File: src/rtl/led_out_ctrl.sv
// Memory-mapped LED controller: static, blink, rotate-left and off modes
// driven by a programmable down-counting tick period.
module led_out_ctrl #(
    parameter int                  PERIOD_W       = 24,
    parameter logic [PERIOD_W-1:0] DEFAULT_PERIOD = 24'd5_000_000
) (
    input  logic        clk,
    input  logic        rst,
    input  logic [31:0] writeData,
    input  logic        writeEnable,
    input  logic        readEnable,
    input  logic [29:0] memAddress,
    output logic [31:0] readData,
    output logic [15:0] leds
);

    typedef enum logic [1:0] {
        MODE_STATIC = 2'd0,
        MODE_BLINK  = 2'd1,
        MODE_ROTATE = 2'd2,
        MODE_OFF    = 2'd3
    } mode_t;

    logic [15:0]         data;
    logic [15:0]         pattern;
    mode_t               mode;
    logic [PERIOD_W-1:0] period;
    logic [PERIOD_W-1:0] counter;
    logic                phase;

    logic        wr_data;
    logic        wr_ctrl;
    logic        wr_period;
    logic        tick;
    logic        tick_taken;
    logic [31:0] read_mux;
    logic        unused_bits;

    assign unused_bits = ^{memAddress[29:2], writeData[31:16]};

    assign wr_data   = writeEnable && (memAddress[1:0] == 2'd0);
    assign wr_ctrl   = writeEnable && (memAddress[1:0] == 2'd1);
    assign wr_period = writeEnable && (memAddress[1:0] == 2'd2);

    // A zero period parks the counter at zero with ticks suppressed.
    assign tick       = (counter == '0) && (period != '0);
    assign tick_taken = tick && !wr_ctrl && !wr_period;

    always_comb begin
        read_mux = 32'h0;
        case (memAddress[1:0])
            2'd0:    read_mux = {16'h0, data};
            2'd1:    read_mux = {30'h0, mode};
            2'd2:    read_mux = 32'(period);
            default: read_mux = {15'h0, phase, pattern};
        endcase
    end

    always_ff @(posedge clk or negedge rst) begin
        if (!rst) begin
            readData <= 32'h0;
        end else if (readEnable) begin
            readData <= read_mux;
        end
    end

    always_ff @(posedge clk or negedge rst) begin
        if (!rst) begin
            data <= 16'h0;
            mode <= MODE_STATIC;
            period <= DEFAULT_PERIOD;
        end else begin
            if (wr_data) begin
                data <= writeData[15:0];
            end
            if (wr_ctrl) begin
                mode <= mode_t'(writeData[1:0]);
            end
            if (wr_period) begin
                period <= writeData[PERIOD_W-1:0];
            end
        end
    end

    // CTRL/PERIOD stores restart the tick interval and swallow a coincident tick.
    always_ff @(posedge clk or negedge rst) begin
        if (!rst) begin
            counter <= DEFAULT_PERIOD;
            phase <= 1'b1;
        end else if (wr_period) begin
            counter <= writeData[PERIOD_W-1:0];
            phase <= 1'b1;
        end else if (wr_ctrl) begin
            counter <= period;
            phase <= 1'b1;
        end else if (tick) begin
            counter <= period;
            phase <= ~phase;
        end else if (counter != '0) begin
            counter <= counter - 1'b1;
        end
    end

    always_ff @(posedge clk or negedge rst) begin
        if (!rst) begin
            pattern <= 16'h0;
        end else if (wr_data) begin
            pattern <= writeData[15:0];
        end else if (tick_taken) begin
            pattern <= {pattern[14:0], pattern[15]};
        end
    end

    always_comb begin
        leds = 16'h0;
        case (mode)
            MODE_STATIC: leds = data;
            MODE_BLINK:  leds = phase ? data : 16'h0;
            MODE_ROTATE: leds = pattern;
            default:     leds = 16'h0;
        endcase
    end

endmodule

File: config.mk
export PLATFORM = sky130hd
export DESIGN_NAME = led_out_ctrl
export DESIGN_NICKNAME = d
export VERILOG_FILES = /design/src/rtl/led_out_ctrl.sv
export SDC_FILE = /design/constraint.sdc
export NUM_CORES = 1
export LEC_CHECK = 0
export CAP_MARGIN = 5
export CORE_UTILIZATION = 40
export DETAILED_ROUTE_END_ITERATION = 7
export PLACE_DENSITY = 0.68
export SLEW_MARGIN = 30
export SYNTH_ARGS = -nofsm -noshare
export SYNTH_HDL_FRONTEND = slang
export SYNTH_SLANG_ARGS = --single-unit
File: constraint.sdc
create_clock -name clk -period 2.3 [get_ports clk]
set_input_delay 0.46 -clock clk [delete_from_list [all_inputs] [get_ports clk]]
set_output_delay 0.46 -clock clk [all_outputs]
set_load 0.005 [all_outputs]
After elaboration in Yosys (flattened, before gate mapping)
Cells that the tools add are included.
{"block": "word_totals", "regBits": 115, "input_bits": 66, "out_inout_bits": 48, "word_cells": 41}
{"block": "classes", "addsub": 1, "n_eq_ne": 4, "mux": 12, "n_bitwise": 1, "reduce_logical": 16}
{"operator": "$mux W24", "count": 4}
{"operator": "$pmux W24 S3", "count": 1}
{"operator": "$mux W16", "count": 3}
{"operator": "$pmux W16 S3", "count": 1}
{"operator": "$reduce_bool A24 Y1", "count": 2}
{"operator": "$logic_not A24 Y1", "count": 1}
{"operator": "$sub A24 B1 Y24 const B", "count": 1}
{"operator": "$logic_and A1 B1 Y1", "count": 6}
{"operator": "$eq A2 B1 Y1 const B", "count": 2}
{"operator": "$eq A2 B2 Y1 const B", "count": 2}
{"operator": "$logic_not A2 Y1", "count": 2}
{"operator": "$reduce_bool A4 Y1", "count": 1}
{"operator": "$mux W1", "count": 3}
{"operator": "$reduce_bool A3 Y1", "count": 1}
{"operator": "$logic_not A1 Y1", "count": 2}
{"operator": "$reduce_bool A2 Y1", "count": 1}
{"operator": "$not A1 Y1", "count": 1}

Longest topological paths before layout
{"block": "logic_depth", "word_depth": 7, "ltp_mapped": 9, "ltp_nobuf": 8}

Worst setup path after synthesis
No wires, ideal clock.
{"block": "synth_path", "path_kind": "reg2reg", "start": "reg counter[0]", "end": "reg counter[12]", "setup_time_ns": 0.118, "arrival_time_ns": 2.191, "path_slack_ns": -0.009, "path_stages_with_launch": 10, "synth_period_minus_slack_ns": 2.309, "cell_sequence": "dfrtp_1 > inv_1 > ha_1 > or3b_2 > clkbuf_1 > or3_1 > nor4_1 > xnor2_1 > o21ai_0 > a21o_1"}
{"block": "synth_between", "elab_chain_len": 5, "word_cells_on_any_way": 9}
{"item": "start: declaration", "line_no": "28", "text": "logic [PERIOD_W-1:0] counter;"}
{"item": "start signal: assignment", "line_no": "91", "text": "counter <= writeData[PERIOD_W-1:0];"}
{"item": "start signal: assignment", "line_no": "94", "text": "counter <= period;"}
{"item": "start signal: assignment", "line_no": "97", "text": "counter <= period;"}
{"item": "$sub A24 B1 Y24 or $logic_not A24 Y1 (tied branches)", "line_no": "100, 46"}
{"item": "$mux W24 or $logic_and A1 B1 Y1 (tied branches)", "line_no": "99, 46"}
{"item": "$mux W24", "line_no": "96", "text": "end else if (tick) begin"}
{"item": "$mux W24", "line_no": "93", "text": "end else if (wr_ctrl) begin"}
{"item": "$mux W24", "line_no": "90", "text": "end else if (wr_period) begin"}
Several ways; a longest one is shown, not always the timed one. The select of a mux whose other input is x is not followed.
A chain may end at the register's enable or synchronous reset.

Final worst setup path
{"block": "layout_path", "start": "reg counter[1]", "end": "reg pattern[15]"}
{"block": "layout_between", "elab_chain_len": 5}
{"item": "$logic_not A24 Y1", "line_no": "46", "text": "assign tick = (counter == '0) && (period != '0);"}
{"item": "$logic_and A1 B1 Y1", "line_no": "46"}
{"item": "$logic_and A1 B1 Y1 (2 in a row)", "line_no": "47", "text": "assign tick_taken = tick && !wr_ctrl && !wr_period;"}
{"item": "$reduce_bool A2 Y1 (no source line)"}
{"item": "end signal: assignment", "line_no": "108", "text": "pattern <= writeData[15:0];"}
{"item": "end signal: assignment", "line_no": "110", "text": "pattern <= {pattern[14:0], pattern[15]};"}
{"item": "end: declaration", "line_no": "25", "text": "logic [15:0] pattern;"}
Every way passes these cells.

==> summary.txt <==
status: finished, violations left
failing checks: setup timing
routed via count: 4656
Min Hold Slack: 0.171 ns
Max Clock Skew: 0.0124 ns
fmax: 0.425 GHz
die area: 0.0141 mm2
DRC Markers: 0
Final min period: 2.36 ns
Seq cells post-synth: 107
Worst-Margin Slew: 0.566 ns
startpoint types: flop
ys async rst share: 100%
commonest cells after routing, fill and taps aside: 88 x dfrtp_1, 72 x nand2_1, 67 x buf_4
Clk Latency, worst-skew pair: 0.36 ns
max-cap check violation count: 0
Die Wd: 119 um
Final ANT Viol Nets: 0
CP max-delay cell: or4b_4
CTS Hold Bufs: 0
Final TNS setup: -0.812 ns
Cells after Synth: 547
H-tree depth: 3
Num Clock Sinks: 107
WL final: 15400 um
crit path kind: reg -> reg
placement row count: 42
# diodes: 0
Worst EP arrival: 2.66 ns
Final Hold Fails: 0
clk slew on worst S/H paths: 0.08 ns
CP Capture Type: flop
Req. time, crit path: 2.60 ns
Top-Level Pins: 114
Synth Cell Area: 0.00546 mm2
Synth Flop Type: dfrtp_1
critical path peak fanout: 8
post-route clock period utilization: 102%
cells along the critical path: inv_2, ha_4, or4b_4, nor3_4, buf_6, o2111ai_4, buf_6, nor3_4, clkbuf_16, a221o_1
count of warnings emitted by yosys: 0
Max-slew headroom: 62.3%
Worst Path Buf+Inv: 4
DRT Pass-1 Iters: 5
per-cell routed wire length: 18.0 um
Min-Delay Path Class: in -> async
nets: 743
fillers: 1156
VDD IR-drop max: 0.604 mV
gr ovfl total: 0
EDFF count, synth: 0
Reg area: 0.00270 mm2
largest net degree at the start of global routing: 108
non-filler instance count after layout: 856
syn avg cell area: 9.98 um2
most common cell after layout, fill and taps aside: dfrtp_1
P_leak: 3.25 nW
Vert. Die Dim: 119 um
layout cells sized above 1: 26.8%
area grow syn2layout: 35.6%
register area share after synthesis: 49.4%
Placed Cells: 824
CTS tree: done
Power Dens Cells: 816 mW/mm2
Clock Tree Root: clkbuf_16
Max Slew Vio Count: 0
post-place setup slack: -0.225 ns
vias in the first global route: 4711
GRT Util Overall: 22.7%
initial core utilization: 41.1%
deepest clock path buffer count: 2
Crit path largest cell delay: 0.47 ns
core area: 0.0133 mm2
Final Wtd Congestion: 0.862
area of the multi-input gates: 0.00276 mm2
via/cell ratio: 5.44
first-pass GRT wire length: 25000 um
initial antenna violation count: 0
Yosys cell types: 52
DP HPWL: 10800 um
CP top delay family: simple AND/OR/NAND/NOR gates
DR iter-0 viols: 310
total CTS buffers: 9
final setup vio count: 29
Port Buffers: 69
final setup margin: -0.0550 ns
RSZ-0062 raised after global routing: true
[logic make-up after synthesis]
logic type	synth area share (%)
flip-flops	49.4
AND/OR/NAND/NOR	18.5
multiplexers	8.80
other	0.0687
adder cells (fa/ha/maj)	0.458
AO/OA/AOI/OAI	15.0
XOR/XNOR	3.21
buffers and inverters	4.54
[worst paths after layout]
path | start | endpoint | slack [ns] | cells after the start
setup / recovery | counter[1]$_DFFE_PN0P_ | pattern[15]$_DFFE_PN0P_ | -0.06 | 10
hold / removal | rst | period[10]$_DFFE_PN0P_ | 0.17 | 2
setup reg to reg | counter[1]$_DFFE_PN0P_ | pattern[15]$_DFFE_PN0P_ | -0.06 | 10
hold reg to reg | period[8]$_DFFE_PN1P_ | period[8]$_DFFE_PN1P_ | 0.50 | 2
max in group asynchronous | rst | mode[1]$_DFFE_PN0P_ | 1.68 | 2
min in group clk | period[8]$_DFFE_PN1P_ | period[8]$_DFFE_PN1P_ | 0.50 | 2
[registers in the layout, summed over array words and instances, names as in the netlist]
register,count
counter,24
readData,24
mode,2
phase,1
data,16
pattern,16
period,24
[through the flow]
step / total power, mW / area, um2 / util (%)
finish: 6.04 / 7410 / 55.7
global route: 6.35 / 7410 / 55.7
detailed placement: 4.27 / 6760 / 50.8
floorplan: 3.41 / 5500 / -
global placement: 4.21 / 6760 / 50.8
CTS: 5.98 / 7230 / 54.4
[layout make-up]
| class | count | share of cell area [%] |
|---|---|---|
| Multi-Input combinational cell | 391 | 37.2 |
| Sequential cell | 107 | 36.5 |
| Inverter | 19 | 0.963 |
| Tap cell | 176 | 2.97 |
| Clock inverter | 5 | 1.15 |
| Timing Repair Buffer | 147 | 18.1 |
| Clock buffer | 11 | 3.14 |
[layer usage]
layer | up-vias | GRT usage, % | wire (um) | share of wire, %
met5 | - | 0 | 0 | 0
met4 | 0 | 5.46 | 252 | 1.6
met3 | 22 | 5.12 | 743 | 4.8
met2 | 149 | 38.1 | 7710 | 50
met1 | 2297 | 29.9 | 6720 | 44
li1 | 2188 | - | - | -
[report_power, final]
part	switching, mW	internal (mW)	total [mW]
clock network	0.707	0.965	1.67
registers	0.370	2.28	2.65
logic	0.772	0.952	1.72
total	1.85	4.19	6.04
[what timing repair did]
item,4_1_cts,5_1_grt
resized for setup,44,29
endpoints found under the setup margin,54,44
buffers inserted,7,6
pin swaps,10,22
gates cloned,1,2
[cell usage after synthesis (2+ instances only)]
| cell | number | area share [%] |
|---|---|---|
| buf_2 | 3 | 0.27 |
| buf_1 | 5 | 0.34 |
| nor2b_1 | 7 | 0.80 |
| mux4_2 | 2 | 0.82 |
| nor4_1 | 10 | 1.1 |
| nand2_1 | 72 | 4.9 |
| a221o_1 | 20 | 3.7 |
| nor3_1 | 4 | 0.37 |
| dfrtp_1 | 90 | 41 |
| and3_1 | 6 | 0.69 |
| nor2_1 | 39 | 2.7 |
| or4_1 | 2 | 0.27 |
| ha_1 | 2 | 0.46 |
| o22ai_1 | 2 | 0.23 |
| dfstp_2 | 17 | 8.2 |
| buf_4 | 8 | 1.1 |
| xor2_1 | 3 | 0.48 |
| clkbuf_1 | 22 | 1.5 |
| or4_4 | 2 | 0.41 |
| o21a_1 | 3 | 0.41 |
| a22o_1 | 11 | 1.8 |
| a21oi_1 | 33 | 3.0 |
| nand4_1 | 2 | 0.23 |
| o21ai_0 | 28 | 2.6 |
| mux2i_1 | 21 | 3.8 |
| inv_1 | 19 | 1.3 |
| mux2_2 | 20 | 4.1 |
| nand3_1 | 21 | 1.9 |
| o221ai_1 | 7 | 1.1 |
| a21o_1 | 5 | 0.69 |
| and2_1 | 18 | 2.1 |
| nor3_2 | 4 | 0.73 |
| or3_1 | 4 | 0.46 |
| xnor2_1 | 17 | 2.7 |
No activity file was read; power rests on OpenSTA's default activity.
